## config.mk

```make
export PLATFORM = sky130hd
export DESIGN_NAME = qfix_addsub_pipe
export DESIGN_NICKNAME = d
export VERILOG_FILES = /design/src/rtl/qfix_pkg.sv /design/src/rtl/qfix_sat_add.sv /design/src/rtl/qfix_addsub_pipe.sv
export SDC_FILE = /design/constraint.sdc
export NUM_CORES = 1
export LEC_CHECK = 0
export CELL_PAD_IN_SITES_DETAIL_PLACEMENT = 1
export CELL_PAD_IN_SITES_GLOBAL_PLACEMENT = 1
export CORE_MARGIN = 2
export CORE_UTILIZATION = 44
export DETAILED_ROUTE_END_ITERATION = 7
export PLACE_DENSITY_LB_ADDON = 0.1
export SETUP_SLACK_MARGIN = 0.3
export SKIP_CTS_REPAIR_TIMING = 1
export SLEW_MARGIN = 20
export SYNTH_ARGS = -nofsm -noshare
export SYNTH_HDL_FRONTEND = slang
export SYNTH_HIERARCHICAL = 1
export SYNTH_SLANG_ARGS = --single-unit
```

## constraint.sdc

```tcl
create_clock -name clk -period 5.5 [get_ports clk]
set_input_delay 0.55 -clock clk [delete_from_list [all_inputs] [get_ports clk]]
set_output_delay 0.55 -clock clk [all_outputs]
set_load 0.01 [all_outputs]
```

## src/rtl/qfix_pkg.sv

```systemverilog
// Shared types and defaults for the signed fixed-point add/sub/accumulate unit.
// Build option: QFIX_SAT_EN selects saturating results (default: wrapping).
package qfix_pkg;

  typedef enum logic [1:0] {
    QFIX_ADD = 2'b00,
    QFIX_SUB = 2'b01,
    QFIX_ACC = 2'b10,
    QFIX_CLR = 2'b11
  } qfix_op_e;

  localparam int QFIX_INT_BITS  = 8;
  localparam int QFIX_FRAC_BITS = 8;

endpackage

```

## src/rtl/qfix_sat_add.sv

```systemverilog
// Combinational W-bit signed add/subtract with overflow detection.
// Build option: QFIX_SAT_EN clamps overflowed results to the signed extremes;
// without it the result wraps to the low W bits.
module qfix_sat_add #(
  parameter int W = 16
) (
  input  logic [W-1:0] a,
  input  logic [W-1:0] b,
  input  logic         sub,
  output logic [W-1:0] res,
  output logic         ovf
);

  logic [W:0] ext_a;
  logic [W:0] ext_b;
  logic [W:0] sum;

  // One guard bit above the sign makes signed overflow a simple bit compare.
  always_comb begin
    ext_a = {a[W-1], a};
    ext_b = {b[W-1], b};
    sum   = sub ? (ext_a - ext_b) : (ext_a + ext_b);
    ovf   = sum[W] ^ sum[W-1];
`ifdef QFIX_SAT_EN
    // The guard bit holds the true sign, so it picks which extreme to clamp to.
    if (ovf) res = sum[W] ? {1'b1, {(W-1){1'b0}}} : {1'b0, {(W-1){1'b1}}};
    else     res = sum[W-1:0];
`else
    res = sum[W-1:0];
`endif
  end

endmodule

```

## src/rtl/qfix_addsub_pipe.sv

```systemverilog
// Two-stage pipelined signed Qm.n add/sub/accumulate unit with valid/ready
// handshake on both sides and an internal accumulator.
// Build option: QFIX_SAT_EN (saturation, handled inside qfix_sat_add).
module qfix_addsub_pipe
  import qfix_pkg::*;
#(
  parameter int INT_BITS  = QFIX_INT_BITS,
  parameter int FRAC_BITS = QFIX_FRAC_BITS,
  parameter int W         = INT_BITS + FRAC_BITS
) (
  input  logic         clk,
  input  logic         rst,
  input  logic         in_valid,
  output logic         in_ready,
  input  logic [1:0]   op,
  input  logic [W-1:0] operand1,
  input  logic [W-1:0] operand2,
  output logic         out_valid,
  input  logic         out_ready,
  output logic [W-1:0] result,
  output logic         overflow
);

  logic         s1_valid_q, s1_valid_d;
  qfix_op_e     s1_op_q, s1_op_d;
  logic [W-1:0] s1_a_q, s1_a_d;
  logic [W-1:0] s1_b_q, s1_b_d;

  logic         s2_valid_q, s2_valid_d;
  logic [W-1:0] result_q, result_d;
  logic         ovf_q, ovf_d;
  logic [W-1:0] acc_q, acc_d;

  logic         in_fire;
  logic         s2_load;
  logic [W-1:0] add_a, add_b, add_res;
  logic         add_sub, add_ovf;

  // Handshake: S1 drains whenever S2 is empty or S2 is being consumed.
  always_comb begin
    s2_load  = s1_valid_q && (!s2_valid_q || out_ready);
    in_ready = !s1_valid_q || !s2_valid_q || out_ready;
    in_fire  = in_valid && in_ready;
  end

  // Adder operand selection: ACC adds operand1 onto the running accumulator.
  always_comb begin
    add_a   = (s1_op_q == QFIX_ACC) ? acc_q  : s1_a_q;
    add_b   = (s1_op_q == QFIX_ACC) ? s1_a_q : s1_b_q;
    add_sub = (s1_op_q == QFIX_SUB);
  end

  qfix_sat_add #(.W(W)) u_add (
    .a   (add_a),
    .b   (add_b),
    .sub (add_sub),
    .res (add_res),
    .ovf (add_ovf)
  );

  // S1 next state: capture on accept, otherwise empty out once S2 takes it.
  always_comb begin
    s1_valid_d = s1_valid_q;
    s1_op_d    = s1_op_q;
    s1_a_d     = s1_a_q;
    s1_b_d     = s1_b_q;
    if (s2_load) s1_valid_d = 1'b0;
    if (in_fire) begin
      s1_valid_d = 1'b1;
      s1_op_d    = qfix_op_e'(op);
      s1_a_d     = operand1;
      s1_b_d     = operand2;
    end
  end

  // S2 next state: result/overflow only change on load, so they hold while stalled.
  always_comb begin
    s2_valid_d = s2_valid_q && !out_ready;
    result_d   = result_q;
    ovf_d      = ovf_q;
    acc_d      = acc_q;
    if (s2_load) begin
      s2_valid_d = 1'b1;
      case (s1_op_q)
        QFIX_CLR: begin
          result_d = '0;
          ovf_d    = 1'b0;
          acc_d    = '0;
        end
        QFIX_ACC: begin
          result_d = add_res;
          ovf_d    = add_ovf;
          acc_d    = add_res;
        end
        default: begin
          result_d = add_res;
          ovf_d    = add_ovf;
        end
      endcase
    end
  end

  // Pipeline and accumulator registers; reset drops any in-flight beats.
  always_ff @(posedge clk or posedge rst) begin
    if (rst) begin
      s1_valid_q <= 1'b0;
      s1_op_q    <= QFIX_ADD;
      s1_a_q     <= '0;
      s1_b_q     <= '0;
      s2_valid_q <= 1'b0;
      result_q   <= '0;
      ovf_q      <= 1'b0;
      acc_q      <= '0;
    end else begin
      s1_valid_q <= s1_valid_d;
      s1_op_q    <= s1_op_d;
      s1_a_q     <= s1_a_d;
      s1_b_q     <= s1_b_d;
      s2_valid_q <= s2_valid_d;
      result_q   <= result_d;
      ovf_q      <= ovf_d;
      acc_q      <= acc_d;
    end
  end

  assign out_valid = s2_valid_q;
  assign result    = result_q;
  assign overflow  = ovf_q;

endmodule

```

==> metrics.yaml <==
global_routing:
  gr-total-overflow: 0
  grt_usage: 0.208
  antenna_found_initial: 0
  grt_start_max_net_pins: 70
  grt_first_pass_wirelength_um: 16500
  grt_pass1_vias: 3283
clock_network:
  cts.clk_slew.worst_paths_ns: 0.07
  clkLatencyLatePin_ns: 0.35
  cts_inserted_buffers: 9
  cts_sinks: 69
  h-tree-depth: 3
  clock-root-buffer: "clkbuf_8"
  cts_tree: "built"
  cts_max_path_buffers: 2
drt:
  remaining_drc_errors: 0
  ant_nets: 0
  wirelength_um: 9600
  avgViaCountPerCell: 5.67
  drt_pass1_iterations: 6
  via_count: 3085
  routedWlPerCell_um: 17.6
  drtIter0Drc: 79
placed_design:
  place.gp.congestion: 0.909
  dp_hpwl_um: 7200
  place.port_buffers: 56
worst_hold_path:
  hp-start: "acc_q[2]"
  hp-class: "flop to flop"
setup_path:
  worst_setup_path_start_kind: "flop"
  required_ns: 5.79
  setup.worst_path.class: "flop to flop"
  arrival_ns: 4.55
  crit_chain: "nand2b_2, mux2_2, or4_4, nor4_4, a21oi_1, xnor2_1, ha_1, a21oi_1, o21ai_1, o31ai_1, xnor2_1, xor2_1, xnor2_1, nand4_1, nand2_1"
  worstSetupEndpointType: "flop"
  startpoint: "s1_op_q[1]"
  r2r_start: "s1_op_q[1]"
  crit_path_top_delay_cell: "or4_4"
  crit_top_cell: "xnor2_1"
  path_max_fanout: 23
  crit_path_max_incr_delay_ns: 0.56
  cp_top_family: "simple AND/OR/NAND/NOR gates"
  r2r_setup_slack_ns: 1.23
  crit_buf_inv: 0
synthesis:
  synth_seq_cells: 69
  syn_inst: 379
  syn_nets: 435
  synthesis.area_um2: 4120
  yosys.area.top_type: "dfrtp_1"
  synth_commonest_cells: "dfrtp_1, mux2_2, nand2_1"
  synth.distinct_cells: 41
  synth_edf_count: 0
  async_reset_ff_frac: 1.00
  synth_ff_type: "dfrtp_1"
  synth_top_area_frac: 0.419
  yosysMostFrequentCell: "dfrtp_1"
  synth_area_leaders: "dfrtp_1, mux2_2, ha_1, xnor2_1, a22o_1"
  yosysSeqAreaShare: 0.419
  synth_warnings: 6
  synth.avg_cell_area_um2: 10.9
cells_and_area:
  fill_cells: 1018
  layout-area-overhead-vs-synth_pct: 19.0
  nNetsFinal: 487
  antenna_cells: 0
  drive_gt1_frac: 0.219
  multi_input_area_um2: 2240
  ff_latch_area_um2: 1730
sta:
  max_slew_margin: 0.429
  holdWs_ns: 0.504
  finalHoldViolCount: 0
  clock_skew_ns: 0.00713
  min_period_ns: 4.27
  tightest_slew_ns: 0.856
  finalSetupViolCount: 0
  finalCritPeriodShare: 0.776
  final.setup.tns_ns: 0
  drv_slew: 0
  max_clock_freq_mhz: 234
  rsz0062_at_grt: "no"
die:
  initial_core_util: 0.450
  die_area_um2: 10200
  num_io_pins: 57
  die_x_um: 101
  dieHeight_um: 101
  coreArea_um2: 9150
  num_rows: 35
pwr:
  cellPowerDensity_nw_per_um2: 484
  leakage_nw: 2.12
  ir_drop_mv: 0.184
flow_run:
  maxCapViolations: 0
run_status:
  outcome: "finished clean"
[state kept, by name, indices dropped and copies added (netlist names)]
name        flops
s1_a_q         16
result         16
acc_q          16
out_valid       1
s1_op_q         2
s1_b_q         16
overflow        1
s1_valid_q      1
[per-layer routing]
| metal | track usage | share of wire | up-vias | wire (µm) |
|---|---|---|---|---|
| li1 | - | - | 1465 | - |
| met1 | 0.246 | 0.41 | 1552 | 3980 |
| met2 | 0.370 | 0.53 | 50 | 5060 |
| met3 | 0.0437 | 0.030 | 18 | 287 |
| met4 | 0.0748 | 0.028 | 0 | 272 |
| met5 | 0 | 0 | - | 0 |
[logic make-up (layout without fill, tap and decap cells)]
logic type	Yosys count	in the layout	synth area share
flops	69	69	0.419
mux	67	67	0.183
xor+xnor	31	31	0.0677
compound gates	75	75	0.116
buf+inv	28	82	0.0374
fa+ha+maj	18	18	0.0565
simple gates	91	91	0.121
[worst reg2reg max path: stages (launching register included)]
cell	delay [ns]
dfrtp_1	0.43
nand2b_2	0.45
mux2_2	0.47
or4_4	0.56
nor4_4	0.29
a21oi_1	0.15
xnor2_1	0.15
ha_1	0.35
a21oi_1	0.17
o21ai_1	0.12
o31ai_1	0.31
xnor2_1	0.22
xor2_1	0.21
xnor2_1	0.14
nand4_1	0.10
nand2_1	0.11
[where the power goes]
part / switching [mW] / total (mW) / internal [mW]
sequential: 0.0912 / 0.745 / 0.654
clock: 0.184 / 0.378 / 0.193
combinational: 0.650 / 1.25 / 0.600
total: 0.926 / 2.37 / 1.45
[cell type report]
type                       count  area share
clock buffer                  12      0.0337
timing repair buffer          60       0.120
tap                          111      0.0283
multi-input combinational    282       0.457
clock inverter                 1     0.00153
inverter                       9     0.00689
sequential                    69       0.352
[worst paths after layout]
path,end,depth (start not counted)
worst max-delay path,overflow,15
worst min-delay path,acc_q[2],1
worst max register to register,overflow,15
worst min register to register,acc_q[2],1
max in group asynchronous,result[7],3
min in group asynchronous,s1_b_q[12],3
[placed cells by master (no fill, tap or decap), drive strengths merged, types with 9 or more instances in the layout]
| master | count |
|---|---|
| a21oi | 22 |
| a22o | 16 |
| clkbuf | 12 |
| clkdlybuf4s50 | 56 |
| dfrtp | 69 |
| ha | 17 |
| inv | 9 |
| mux2 | 66 |
| nand2 | 28 |
| nand4 | 19 |
| nor2 | 17 |
| o21ai | 24 |
| xnor2 | 24 |
[through the flow]
stage / power, mW / cells / cell area (µm²) / util / setup slack [ns]
finish: 2.37 / 544 / 4900 / 0.536 / 1.23
global route: 2.57 / 544 / 4900 / 0.536 / 0.899
CTS: 2.40 / 544 / 4900 / 0.536 / 0.890
detailed placement: 2.01 / 531 / 4730 / 0.517 / 0.903
global placement: 1.98 / 531 / 4730 / 0.517 / 1.02
floorplan: 1.64 / 379 / 4120 / - / 1.68
Power figures use the tool's default switching activity.
